===== src/rtl/stopwatch_pkg.sv =====
// Shared types and digit limits for the stopwatch run/pause controller.
package stopwatch_pkg;

    typedef logic [3:0] digit_t;

    typedef enum logic [1:0] {
        PAUSED = 2'd0,
        RUN    = 2'd1,
        ADJUST = 2'd2
    } sw_state_e;

    localparam digit_t SEC_TENS_MAX = 4'd5;
    localparam digit_t DIGIT_MAX    = 4'd9;

endpackage


===== src/rtl/bcd_digit.sv =====
// One mod-(MAX+1) BCD digit with enable, synchronous clear and carry-out.
module bcd_digit
    import stopwatch_pkg::*;
#(
    parameter digit_t MAX = DIGIT_MAX
) (
    input  logic   clk_i,
    input  logic   rst_i,
    input  logic   clr_i,
    input  logic   en_i,
    output digit_t digit_o,
    output logic   carry_o
);

    digit_t digit_q;
    digit_t digit_d;

    always_comb begin
        digit_d = digit_q;
        if (clr_i) begin
            digit_d = '0;
        end else if (en_i) begin
            digit_d = (digit_q == MAX) ? '0 : digit_q + 4'd1;
        end
    end

    always_ff @(posedge clk_i) begin
        if (rst_i) begin
            digit_q <= '0;
        end else begin
            digit_q <= digit_d;
        end
    end

    assign digit_o = digit_q;
    assign carry_o = en_i & (digit_q == MAX);

endmodule


===== src/rtl/stopwatch_ctrl.sv =====
// Run/pause FSM and chained BCD MM:SS counter for the stopwatch display.
// Define STOPWATCH_ADJ_EN to build the ADJUST state (adj/sel/tick_2hz).
module stopwatch_ctrl
    import stopwatch_pkg::*;
(
    input  logic   src_clk,
    input  logic   src_rst,
    input  logic   pause_pulse,
    input  logic   clr_pulse,
    input  logic   tick_1hz,
    input  logic   tick_2hz,
    input  logic   adj,
    input  logic   sel,
    output digit_t min_tens,
    output digit_t min_ones,
    output digit_t sec_tens,
    output digit_t sec_ones,
    output logic   running
);

    sw_state_e state_q;
    logic      running_q;

    logic run_tick;
    logic adj_active;
    logic adj_sec;
    logic adj_min;
    logic en_sec_ones, en_min_ones;
    logic c_sec_ones, c_sec_tens, c_min_ones, c_min_tens;

    assign run_tick = (state_q == RUN) & tick_1hz;

`ifdef STOPWATCH_ADJ_EN
    assign adj_active = (state_q == ADJUST);
    assign adj_sec    = adj_active & tick_2hz & sel;
    assign adj_min    = adj_active & tick_2hz & ~sel;
`else
    logic unused_adj_inputs;
    assign unused_adj_inputs = &{1'b0, adj, sel, tick_2hz};
    assign adj_active = 1'b0;
    assign adj_sec    = 1'b0;
    assign adj_min    = 1'b0;
`endif

    // Tick enables are derived from the pre-transition state, so a tick
    // arriving with a pause or adj edge is still counted in RUN.
    always_ff @(posedge src_clk) begin
        if (src_rst) begin
            state_q   <= PAUSED;
            running_q <= 1'b0;
        end
`ifdef STOPWATCH_ADJ_EN
        else if (adj) begin
            state_q   <= ADJUST;
            running_q <= 1'b0;
        end else if (state_q == ADJUST) begin
            state_q   <= PAUSED;
            running_q <= 1'b0;
        end
`endif
        else if (pause_pulse) begin
            if (state_q == RUN) begin
                state_q   <= PAUSED;
                running_q <= 1'b0;
            end else begin
                state_q   <= RUN;
                running_q <= 1'b1;
            end
        end
    end

    assign running = running_q;

    // Seconds-to-minutes carry is cut in ADJUST so seconds wrap on their own.
    assign en_sec_ones = run_tick | adj_sec;
    assign en_min_ones = (c_sec_tens & ~adj_active) | adj_min;

    bcd_digit #(.MAX(DIGIT_MAX)) u_sec_ones (
        .clk_i   (src_clk),
        .rst_i   (src_rst),
        .clr_i   (clr_pulse),
        .en_i    (en_sec_ones),
        .digit_o (sec_ones),
        .carry_o (c_sec_ones)
    );

    bcd_digit #(.MAX(SEC_TENS_MAX)) u_sec_tens (
        .clk_i   (src_clk),
        .rst_i   (src_rst),
        .clr_i   (clr_pulse),
        .en_i    (c_sec_ones),
        .digit_o (sec_tens),
        .carry_o (c_sec_tens)
    );

    bcd_digit #(.MAX(DIGIT_MAX)) u_min_ones (
        .clk_i   (src_clk),
        .rst_i   (src_rst),
        .clr_i   (clr_pulse),
        .en_i    (en_min_ones),
        .digit_o (min_ones),
        .carry_o (c_min_ones)
    );

    bcd_digit #(.MAX(DIGIT_MAX)) u_min_tens (
        .clk_i   (src_clk),
        .rst_i   (src_rst),
        .clr_i   (clr_pulse),
        .en_i    (c_min_ones),
        .digit_o (min_tens),
        .carry_o (c_min_tens)
    );

    logic unused_carry;
    assign unused_carry = c_min_tens;

endmodule


===== config.mk =====
export PLATFORM = sky130hd
export DESIGN_NAME = stopwatch_ctrl
export DESIGN_NICKNAME = d
export VERILOG_FILES = /design/src/rtl/stopwatch_pkg.sv /design/src/rtl/bcd_digit.sv /design/src/rtl/stopwatch_ctrl.sv
export SDC_FILE = /design/constraint.sdc
export NUM_CORES = 1
export LEC_CHECK = 0
export BUFFER_PORTS_ARGS = -buffer_cell sky130_fd_sc_hd__buf_2
export CAP_MARGIN = 10
export CORE_MARGIN = 10
export CORE_UTILIZATION = 49
export CTS_BUF_LIST = sky130_fd_sc_hd__clkbuf_16
export CTS_CLUSTER_SIZE = 28
export DETAILED_ROUTE_END_ITERATION = 12
export GPL_ROUTABILITY_DRIVEN = 0
export GPL_TIMING_DRIVEN = 0
export PLACE_DENSITY = 0.76
export SYNTH_ARGS = -nofsm -noshare
export SYNTH_HDL_FRONTEND = slang
export SYNTH_SLANG_ARGS = --single-unit

===== constraint.sdc =====
create_clock -name src_clk -period 1.8 [get_ports src_clk]
set_input_delay 0.36 -clock src_clk [delete_from_list [all_inputs] [get_ports src_clk]]
set_output_delay 0.36 -clock src_clk [all_outputs]
set_load 0.03 [all_outputs]

# [Word level (Yosys, flattened, before mapping)]
# Cells that the tools add are included.
# Widths: inputs -> output; s select.
[word_totals] ff_bits=19 latch_bits=0 mem_bits_rw=0 rom_bits=0 inputBits=8 out_inout_bits=17 elab_cells=26 mem_count=0
[op_classes] addsub=4 n_mul=0 n_div=0 order_cmp=0 eq_ne=5 shift=0 n_mux=6 bitwise=4 reduce_logical=1
[ops] operator="$add 4x1->4 const B" n=4
[ops] operator="$mux 4" n=4
[ops] operator="$eq 4x4->1 const B" n=3
[ops] operator="$and 1x1->1" n=4
[ops] operator="$eq 4x3->1 const B" n=1
[ops] operator="$eq 2x1->1 const B" n=1
[ops] operator="$mux 1" n=2
[ops] operator="$reduce_or 2->1" n=1

# [Depth between registers and ports, before layout]
# Gate-level depths: netlist of the first run.
[depth] depth_word=5 ltp_mapped=5 ltp_nobuf=4

# [By module]
# From an unflattened synthesis of the first run, not the netlist that was laid out.
[unflattened] cells_unflattened=83 hier_area_um2=793.3
[modules_own_cells] mod="bcd_digit (u_min_ones ...)" n_inst=3 cells_each=20 area_each_um2=188.9 seq_area_each_um2=80.1
[modules_own_cells] mod="bcd_digit (u_sec_tens)" n_inst=1 cells_each=19 area_each_um2=186.4 seq_area_each_um2=80.1
[modules_own_cells] mod="stopwatch_ctrl" n_inst=1 cells_each=4 area_each_um2=40.0 seq_area_each_um2=20.0

# [Worst setup path before layout of the first run]
# OpenSTA, ideal clock, no wires.
[synth_timing] path_type="reg-to-reg" from="reg u_sec_ones.digit_q[2], in the netlist u_sec_ones.digit_o[2]" to="reg u_sec_tens.digit_q[2], in the netlist u_sec_tens.digit_o[2]" arrival_ps=1389 required_ps=1681 setup_slack_ps=293 path_stages_with_launch=5 n_path_buf=1 period_less_slack_ps=1507 cell_sequence="dfxtp_1 > and4bb_1 > buf_6 > and3_2 > o221a_2"
[synth_between] elab_chain_cells=2
[synth_rtl] item="start: declaration" line="bcd_digit.sv:15" text="digit_t digit_q;"
[synth_rtl] item="start signal: assignment" line="bcd_digit.sv:31" text="digit_q <= digit_d;"
[synth_rtl] item="$eq 4x4->1" line="bcd_digit.sv:36" text="assign carry_o = en_i & (digit_q == MAX);"
[synth_rtl] item="$and 1x1->1" line="bcd_digit.sv:36"
[synth_rtl] item="end signal: assignment" line="bcd_digit.sv:31"
[synth_rtl] item="end: declaration" line="bcd_digit.sv:15"
# No other way between the ends.
# A chain may end at the register's enable or synchronous reset.

# [Worst setup path after layout of the first run]
[layout_timing] from="reg u_sec_ones.digit_q[2], in the netlist u_sec_ones.digit_o[2]" to="reg u_min_tens.digit_q[1], in the netlist u_min_tens.digit_o[1]"
[layout_between] elab_chain_cells=4
[layout_rtl] item="$eq 4x4->1" line="bcd_digit.sv:36"
[layout_rtl] item="$and 1x1->1 (3 in series)" line="bcd_digit.sv:36"
[layout_rtl] item="end signal: assignment" line="bcd_digit.sv:31"
[layout_rtl] item="end: declaration" line="bcd_digit.sv:15"
# No other way between the ends.

==> impl_metrics.yaml, run 1 <==
worst_setup_path:
  end_kind: "flip-flop"
  required_ns: 1.98
  critPathSlowestCell: "dfxtp_1"
  slowest_delay_ns: 0.35
  worstPathArrival_ns: 1.61
  timing_worst_setup_path_type: "flip-flop to flip-flop"
  cp_cell_sequence: "and4bb_1, buf_6, nand4_4, or3_1, a21oi_1"
  crit_buf_inv: 1
  crit_family: "simple AND/OR/NAND/NOR gates"
  start_kind: "flip-flop"
  crit_fanout: 9
pwr:
  pwr-share-comb_pct: 3.6
  power_density_nw_per_um2: 791.4
  intPower_mw: 0.6889
  power.total_mw: 0.8605
  netSwitchingFraction_pct: 19.94
  vdd_drop_max_mv: 0.5168
  p_sw_mw: 0.1716
  power_leakage_nw: 0.4714
  pwr-share-clk_pct: 51.8
  seq_power_share_pct: 44.6
layout:
  layout-drive-gt1-share_pct: 29.17
  final_common_cell: "buf_2"
  syn_to_final_growth_pct: 24.86
  mostFrequentLayoutCells: "buf_2 (21), dfxtp_1 (17), nor2_1 (11), a21oi_1 (8), nand2_1 (6)"
  fin_cells: 145
  diodes: 0
  layout.nets: 129
detailed_routing:
  dr.pass1.iters: 4
  vias_per_cell: 5.290
  drt_first_iter_violations: 15
  num_vias: 767
  dr_wl_met3_um: 79
  met2_length_um: 917
  routed_wl_mm: 1.903
  wl_met1_um: 861
  wl_per_cell_um: 13.12
  top_layer: "met4"
  drc: 0
  ant_nets: 0
global_routing:
  grt_pass1_vias: 773
  track_usage_pct: 10.53
  grt_pass1_wl_mm: 3.408
  grt_max_degree: 11
  grt-ovfl-total: 0
  antenna_found_initial: 0
timing:
  finClkSkew_ns: 0.001855
  relSlewSlack_pct: 69.02
  hold_viol: 0
  fin_crit_sh_pct: 79.01
  slew_viol_final: 0
  setup_tns_ns: 0
  setup_viol: 0
  setup_ws_ns: 0.3778
  clock.fmax_ghz: 0.7032
  finalCriticalPeriod_ns: 1.422
  worst_slew_pin_slew_ns: 0.4647
  rsz0062_at_grt: "false"
floorplan:
  die-width_um: 62.16
  start_util_pct: 50.99
  boundaryPins: 25
  die_h_um: 62.16
  rows: 15
  dieArea_um2: 3863
  core_area_um2: 1708
hold_path:
  hp-class: "input pin to flip-flop"
clock_tree:
  cts.repair.resized: 0
  cts.sink_count: 17
  root_buffer: "clkbuf_16"
  numCtsBuffers: 3
  cts_buffer_depth: 2
  clock_latency_ns: 0.25
  h-tree-depth: 1
  cts_tree: "yes"
  holdBufCountCts: 0
  postCtsSetupBuffers: 0
  clk_pin_slew_worst_paths_ns: 0.05
logic_synthesis:
  syn-cell-area_um2: 870.8
  synth-seq-cells: 17
  ys_seq_area_share_pct: 39.08
  yosys_warnings: 0
  synth.avg_cell_area_um2: 9.167
  syn_inst: 95
  synth_nets: 103
  synth.distinct_cells: 29
run_status:
  status: "finished, final reports clean"
placed_design:
  dp_cells: 141
  dpl_worst_slack_ns: 0.3223
  hpwl_mm: 1.364
  portBuffers: 21
job:
  maxCapViolations: 0
[power groups by stage]
stage	Clock [mW]	Sequential, mW	Combinational (mW)
CTS	0.452	0.384	0.0317
global placement	0	0.391	0.0311
global route	0.475	0.384	0.0347
detailed placement	0	0.392	0.0316
floorplan	0	0.397	0.0131
finish	0.446	0.384	0.0311
[logic make-up (layout without fill, tap and decap cells)]
| group | Yosys count | in the layout | synth area share, % |
|---|---|---|---|
| muxes | 3 | 3 | 3.448 |
| xor gates and xnor gates | 8 | 8 | 8.046 |
| and+or+nand+nor | 47 | 47 | 36.21 |
| buffers and inverters | 6 | 31 | 4.311 |
| AOI/OAI and AO/OA | 14 | 14 | 8.909 |
| DFF | 17 | 17 | 39.08 |
[sequential cells by signal (all words and copies together) (netlist names)]
name,flops
u_min_ones.digit_o,4
u_min_tens.digit_o,4
u_sec_ones.digit_o,4
u_sec_tens.digit_o,4
running,1
[stage by stage]
stage | instance area [um^2] | hold WS [ns] | util, %
CTS | 1087 | 0.2983 | 63.66
floorplan | 870.8 | 0.4324 | -
finish | 1087 | 0.2948 | 63.66
detailed placement | 1007 | 0.4815 | 58.97
global placement | 1007 | 0.4791 | 58.97
global route | 1087 | 0.3260 | 63.66
[synth_stat cells]
cell | n | area [um^2]
and4bb_1 | 1 | 12.51
nand3_1 | 3 | 15.01
nand4_1 | 4 | 25.02
and3b_1 | 2 | 17.52
and2b_1 | 1 | 7.510
nand2_1 | 6 | 22.52
inv_1 | 2 | 7.510
a31oi_1 | 1 | 6.260
nor3_1 | 1 | 5.000
buf_6 | 2 | 22.52
nand4_4 | 1 | 21.27
xnor2_1 | 3 | 26.28
nor3b_1 | 5 | 37.54
and3_1 | 1 | 6.260
o221a_2 | 1 | 11.26
dfxtp_1 | 17 | 340.3
clkbuf_1 | 2 | 7.510
nor2b_1 | 2 | 12.51
and4bb_4 | 2 | 32.53
or2_2 | 1 | 6.260
or3_1 | 3 | 18.77
and3_2 | 1 | 7.510
nor2_1 | 11 | 41.29
o21ai_0 | 4 | 20.02
mux2i_1 | 3 | 30.03
and2b_2 | 1 | 8.760
nand3_4 | 1 | 17.52
a21oi_1 | 8 | 40.04
xor2_1 | 5 | 43.79
[per-layer routing]
metal | up-vias | track usage, %
li1 | 387 | -
met2 | 19 | 17.31
met4 | 0 | 7.143
met5 | - | 0
met3 | 4 | 2.688
met1 | 357 | 11.58
[cell type report]
cell class | instances | area (um^2)
clock inverter | 1 | 5.005
sequential | 17 | 340.3
multi-input combinational | 72 | 493.0
clock buffer | 3 | 75.07
fill | 144 | 620.6
inverter | 2 | 7.507
tap | 25 | 31.28
timing repair buffer | 21 | 105.1
buffer | 4 | 30.03
[worst register-to-register path, delay by kind of cell, from the launching register on]
family	cells	cell delay, ns
buffers and inverters	1	0.15
flip-flops	1	0.35
AO/OA/AOI/OAI	1	0.14
AND/OR/NAND/NOR	3	0.72
[path summary, 6_finish.rpt]
| check | startpoint | endpoint | slack [ns] | cells past startpoint |
|---|---|---|---|---|
| worst min register to register | u_min_tens.digit_o[1] | u_min_tens.digit_o[1] | 0.50 | 2 |
| worst max-delay path | u_sec_ones.digit_o[2] | u_min_tens.digit_o[1] | 0.38 | 5 |
| worst min-delay path | src_rst | running | 0.29 | 2 |
| worst max register to register | u_sec_ones.digit_o[2] | u_min_tens.digit_o[1] | 0.38 | 5 |
Power figures use the tool's default switching activity.
==> inputs of run 2 (changes only) <==
--- a/config.mk
+++ b/config.mk
@@ -8,13 +8,13 @@
 export BUFFER_PORTS_ARGS = -buffer_cell sky130_fd_sc_hd__buf_2
 export CAP_MARGIN = 10
 export CORE_MARGIN = 10
-export CORE_UTILIZATION = 49
+export CORE_UTILIZATION = 45
 export CTS_BUF_LIST = sky130_fd_sc_hd__clkbuf_16
 export CTS_CLUSTER_SIZE = 28
 export DETAILED_ROUTE_END_ITERATION = 12
 export GPL_ROUTABILITY_DRIVEN = 0
 export GPL_TIMING_DRIVEN = 0
-export PLACE_DENSITY = 0.76
+export PLACE_DENSITY = 0.73
 export SYNTH_ARGS = -nofsm -noshare
 export SYNTH_HDL_FRONTEND = slang
 export SYNTH_SLANG_ARGS = --single-unit
==> constraint.sdc (replaced) <==
create_clock -name src_clk -period 1.2 [get_ports src_clk]
set_input_delay 0.24 -clock src_clk [delete_from_list [all_inputs] [get_ports src_clk]]
set_output_delay 0.24 -clock src_clk [all_outputs]
set_load 0.03 [all_outputs]
==> impl_metrics.yaml, run 2 (same netlist as run 1, synthesis figures left out) <==
layout:
  syn_to_final_growth_pct: 41.52
  finalInstanceArea_um2: 1232
  fin_cells: 155
  layout.nets: 139
  fillCellCount: 144
  mostFrequentLayoutCells: "buf_2 (21), nor2_1 (11), dfxtp_2 (10), buf_4 (9), a21oi_1 (7)"
  fin_util_pct: 69.12
  layout-drive-gt1-share_pct: 49.23
  diodes: 0
  final_common_cell: "buf_2"
floorplan:
  boundaryPins: 25
  die-width_um: 63.99
  start_util_pct: 48.84
  die_h_um: 63.99
  dieArea_um2: 4095
  rows: 15
  core_area_um2: 1783
detailed_routing:
  routed_wl_mm: 2.021
  num_vias: 811
  wl_per_cell_um: 13.04
  ant_nets: 0
  drc: 0
  dr.pass1.iters: 2
  drt_first_iter_violations: 24
  vias_per_cell: 5.232
timing:
  worst_slew_pin_slew_ns: 0.4673
  relSlewSlack_pct: 68.85
  setup_viol: 11
  finalCriticalPeriod_ns: 1.356
  finClkSkew_ns: 0.004260
  setup_tns_ns: -1.076
  slew_viol_final: 0
  setup_ws_ns: -0.1565
  hold_viol: 0
  fin_crit_sh_pct: 113.0
  clock.fmax_ghz: 0.7372
  rsz0062_at_grt: "true"
worst_setup_path:
  timing_worst_setup_path_type: "flip-flop to flip-flop"
  end_kind: "flip-flop"
  slowest_delay_ns: 0.34
  required_ns: 1.38
  reg2reg_from: "u_sec_ones.digit_o[1]"
  worstPathArrival_ns: 1.54
  crit_family: "simple AND/OR/NAND/NOR gates"
  startpoint: "u_sec_ones.digit_o[1]"
  crit_buf_inv: 1
  critPathSlowestCell: "or3_4"
  start_kind: "flip-flop"
  crit_fanout: 5
  cp_cell_sequence: "and4bb_1, buf_6, nand4_4, or3_4, a21oi_2"
global_routing:
  antenna_found_initial: 0
  grt_pass1_wl_mm: 3.339
  track_usage_pct: 9.636
  grt-ovfl-total: 0
  grt_max_degree: 11
  grt_pass1_vias: 778
pwr:
  power_leakage_nw: 0.5501
  power_density_nw_per_um2: 1031
  vdd_drop_max_mv: 0.6214
placed_design:
  placed_area_um2: 1032
  dp_cells: 141
  dpl_worst_slack_ns: -0.1824
  hpwl_mm: 1.347
  portBuffers: 21
clock_tree:
  h-tree-depth: 1
  clk_pin_slew_worst_paths_ns: 0.05
  holdBufCountCts: 0
  cts_buffer_depth: 2
  clock_latency_ns: 0.25
  cts.sink_count: 17
  root_buffer: "clkbuf_16"
  numCtsBuffers: 3
  cts_tree: "yes"
job:
  maxCapViolations: 0
hold_path:
  hp-start: "src_rst"
  hp-class: "input pin to flip-flop"
run_status:
  violations: "negative setup slack"
  status: "finished with violations"
-- run 2: layer usage --
metal	vias to the layer above	global-route usage (%)	share of wire, %
met3	4	3.484	5.1
li1	404	-	-
met5	-	0	0
met1	385	10.21	42
met4	0	3.825	1.5
met2	18	16.92	51
-- run 2: worst reg2reg max path, stage by stage, from the launching register on --
cell and delay, ns:
dfxtp_4 0.33, and4bb_1 0.27, buf_6 0.13, nand4_4 0.10, or3_4 0.34, a21oi_2 0.12
-- run 2: cell type report --
cell class / instances / area [um^2] / area share (%)
sequential: 17 / 367.9 / 29.85
inverter: 2 / 7.507 / 0.6091
clock inverter: 1 / 5.005 / 0.4061
multi-input combinational: 72 / 531.8 / 43.15
buffer: 4 / 30.03 / 2.437
timing repair buffer: 31 / 183.9 / 14.92
clock buffer: 3 / 75.07 / 6.091
tap: 25 / 31.28 / 2.538
-- run 2: path summary, 6_finish.rpt --
check / end / slack (ns) / depth (start not counted)
hold / removal: running / 0.17 / 2
setup reg to reg: u_min_tens.digit_o[2] / -0.16 / 5
setup / recovery: u_min_tens.digit_o[2] / -0.16 / 5
hold reg to reg: u_min_tens.digit_o[1] / 0.50 / 2
-- run 2: power by group --
part	internal (mW)	switching [mW]
clock network	0.445	0.210
logic	0.0175	0.0300
registers	0.562	0.00540
-- run 2: timing repair --
action / in CTS / in global routing
resized for setup: 2 / 9
buffers inserted: 8 / 2
pin swaps: 8 / 7
endpoints found under the setup margin: 10 / 12
endpoints found under the hold margin: 0 / 0
-- run 2: metrics by stage --
step	power [mW]	hold slack, ns
finish	1.270	0.1713
global route	1.320	0.1879
CTS	1.284	0.1691
detailed placement	0.6285	0.4252
global placement	0.6278	0.4204
floorplan	0.6099	0.3050
==> inputs of run 3 (changes only) <==
--- a/config.mk
+++ b/config.mk
@@ -5,11 +5,12 @@
 export SDC_FILE = /design/constraint.sdc
 export NUM_CORES = 1
 export LEC_CHECK = 0
+export ABC_CLOCK_PERIOD_IN_PS = 1200
 export BUFFER_PORTS_ARGS = -buffer_cell sky130_fd_sc_hd__buf_2
 export CAP_MARGIN = 10
 export CORE_MARGIN = 10
 export CORE_UTILIZATION = 45
-export CTS_BUF_LIST = sky130_fd_sc_hd__clkbuf_16
+export CTS_BUF_LIST = sky130_fd_sc_hd__clkbuf_4 sky130_fd_sc_hd__clkbuf_8 sky130_fd_sc_hd__clkbuf_16
 export CTS_CLUSTER_SIZE = 28
 export DETAILED_ROUTE_END_ITERATION = 12
 export GPL_ROUTABILITY_DRIVEN = 0
==> impl_metrics.yaml, run 3 (same netlist as run 1, synthesis figures left out) <==
floorplan:
  start_util_pct: 48.84
  core_area_um2: 1783
  rows: 15
  boundaryPins: 25
  die_h_um: 63.99
  dieArea_um2: 4095
  die-width_um: 63.99
detailed_routing:
  routed_wl_mm: 1.918
  drt_first_iter_violations: 17
  num_vias: 780
  dr.pass1.iters: 4
  vias_per_cell: 5.166
  ant_nets: 0
  drc: 0
  wl_per_cell_um: 12.70
worst_setup_path:
  end_kind: "flip-flop"
  crit_family: "simple AND/OR/NAND/NOR gates"
  required_ns: 1.43
  start_kind: "flip-flop"
  critPathSlowestCell: "dfxtp_4"
  slowest_delay_ns: 0.35
  cp_cell_sequence: "and4bb_1, buf_6, nand4_4, or3_4, a21oi_2"
  crit_fanout: 6
  timing_worst_setup_path_type: "flip-flop to flip-flop"
  worstPathArrival_ns: 1.59
  crit_buf_inv: 1
global_routing:
  track_usage_pct: 9.319
  grt-ovfl-total: 0
  grt_pass1_wl_mm: 3.229
  antenna_found_initial: 0
  grt_max_degree: 11
  grt_pass1_vias: 764
timing:
  relSlewSlack_pct: 68.03
  hold_viol: 0
  fin_crit_sh_pct: 112.9
  rsz0062_at_grt: "true"
  setup_viol: 10
  finalCriticalPeriod_ns: 1.355
  finClkSkew_ns: 0.008407
  slew_viol_final: 0
  setup_ws_ns: -0.1552
  worst_slew_pin_slew_ns: 0.4795
  clock.fmax_ghz: 0.7379
pwr:
  p_sw_mw: 0.2112
  power.total_mw: 0.9127
  intPower_mw: 0.7015
  pwr-share-comb_pct: 5.2
  seq_power_share_pct: 62.0
  netSwitchingFraction_pct: 23.14
  power_leakage_nw: 0.5071
  vdd_drop_max_mv: 0.4759
  pwr-share-clk_pct: 32.8
  power_density_nw_per_um2: 775.2
placed_design:
  dpl_worst_slack_ns: -0.1824
  portBuffers: 21
  dp_cells: 141
  hpwl_mm: 1.347
run_status:
  violations: "negative setup slack"
  status: "finished with violations"
layout:
  syn_to_final_growth_pct: 35.20
  diodes: 0
  fin_cells: 151
  mostFrequentLayoutCells: "buf_2 (15), nor2_1 (11), dfxtp_2 (11), a21oi_1 (7)"
  final_common_cell: "buf_2"
  layout.nets: 135
  layout-drive-gt1-share_pct: 48.41
clock_tree:
  cts_tree: "yes"
  h-tree-depth: 1
  holdBufCountCts: 0
  cts.sink_count: 17
  root_buffer: "clkbuf_4"
  numCtsBuffers: 3
  cts_buffer_depth: 2
  clk_pin_slew_worst_paths_ns: 0.10
  clock_latency_ns: 0.29
job:
  maxCapViolations: 0
hold_path:
  hp-class: "input pin to flip-flop"
run 3: cell types whose count changed in the layout (fill, tap and decap cells not counted):
| cell | delta |
|---|---|
| buf_4 | -4 |
| dfxtp_1 | -1 |
| buf_6 | +3 |
| clkbuf_4 | +6 |
| buf_2 | -6 |
| dfxtp_2 | +1 |
| clkbuf_16 | -3 |
run 3: cell type report:
class,count,area [um^2]
fillers,144,605.6
multi-input cells,72,531.8
flip-flops and latches,17,369.1
repair buffers,27,180.2
well taps,25,31.28
plain buffers,4,30.03
clock buffers,3,22.52
inverters,2,7.507
clock inverters,1,5.005
run 3: worst paths after layout:
path,from,to,slack [ns],cells after the start
max,u_sec_ones.digit_o[1],u_min_tens.digit_o[2],-0.16,5
min,src_rst,running,0.13,2
max reg2reg,u_sec_ones.digit_o[1],u_min_tens.digit_o[2],-0.16,5
min reg2reg,u_min_tens.digit_o[1],u_min_tens.digit_o[1],0.50,2
run 3: timing repair:
action | 4_1_cts | 5_1_grt
buffers inserted | 5 | 1
endpoints found under the setup margin | 11 | 18
pin swaps | 4 | 4
resized for setup | 5 | 16
run 3: per-stage QoR:
step / area, um^2 / TNS (ns) / util, % / hold slack (ns)
2_1_floorplan: 895.9 / -0.6871 / - / 0.3050
3_3_place_gp: 1032 / -2.066 / 57.89 / 0.4204
3_5_place_dp: 1032 / -2.109 / 57.89 / 0.4252
4_1_cts: 1114 / -0.9649 / 62.46 / 0.1123
5_1_grt: 1177 / -1.625 / 66.04 / 0.1245
6_report: 1177 / -1.002 / 66.04 / 0.1257
run 3: power by group through the flow:
stage | clock network [mW] | logic, mW | registers, mW
5_1_grt | 0.339 | 0.0530 | 0.567
6_report | 0.299 | 0.0477 | 0.566
3_3_place_gp | 0 | 0.0469 | 0.581
2_1_floorplan | 0 | 0.0197 | 0.590
4_1_cts | 0.314 | 0.0476 | 0.568
3_5_place_dp | 0 | 0.0471 | 0.581
run 3: metal layers:
metal	routed length [um]	track usage (%)	share of wire, %
met5	0	0	0
met4	12	4.918	0.63
met3	113	3.136	5.9
met2	965	16.17	50
met1	827	9.713	43
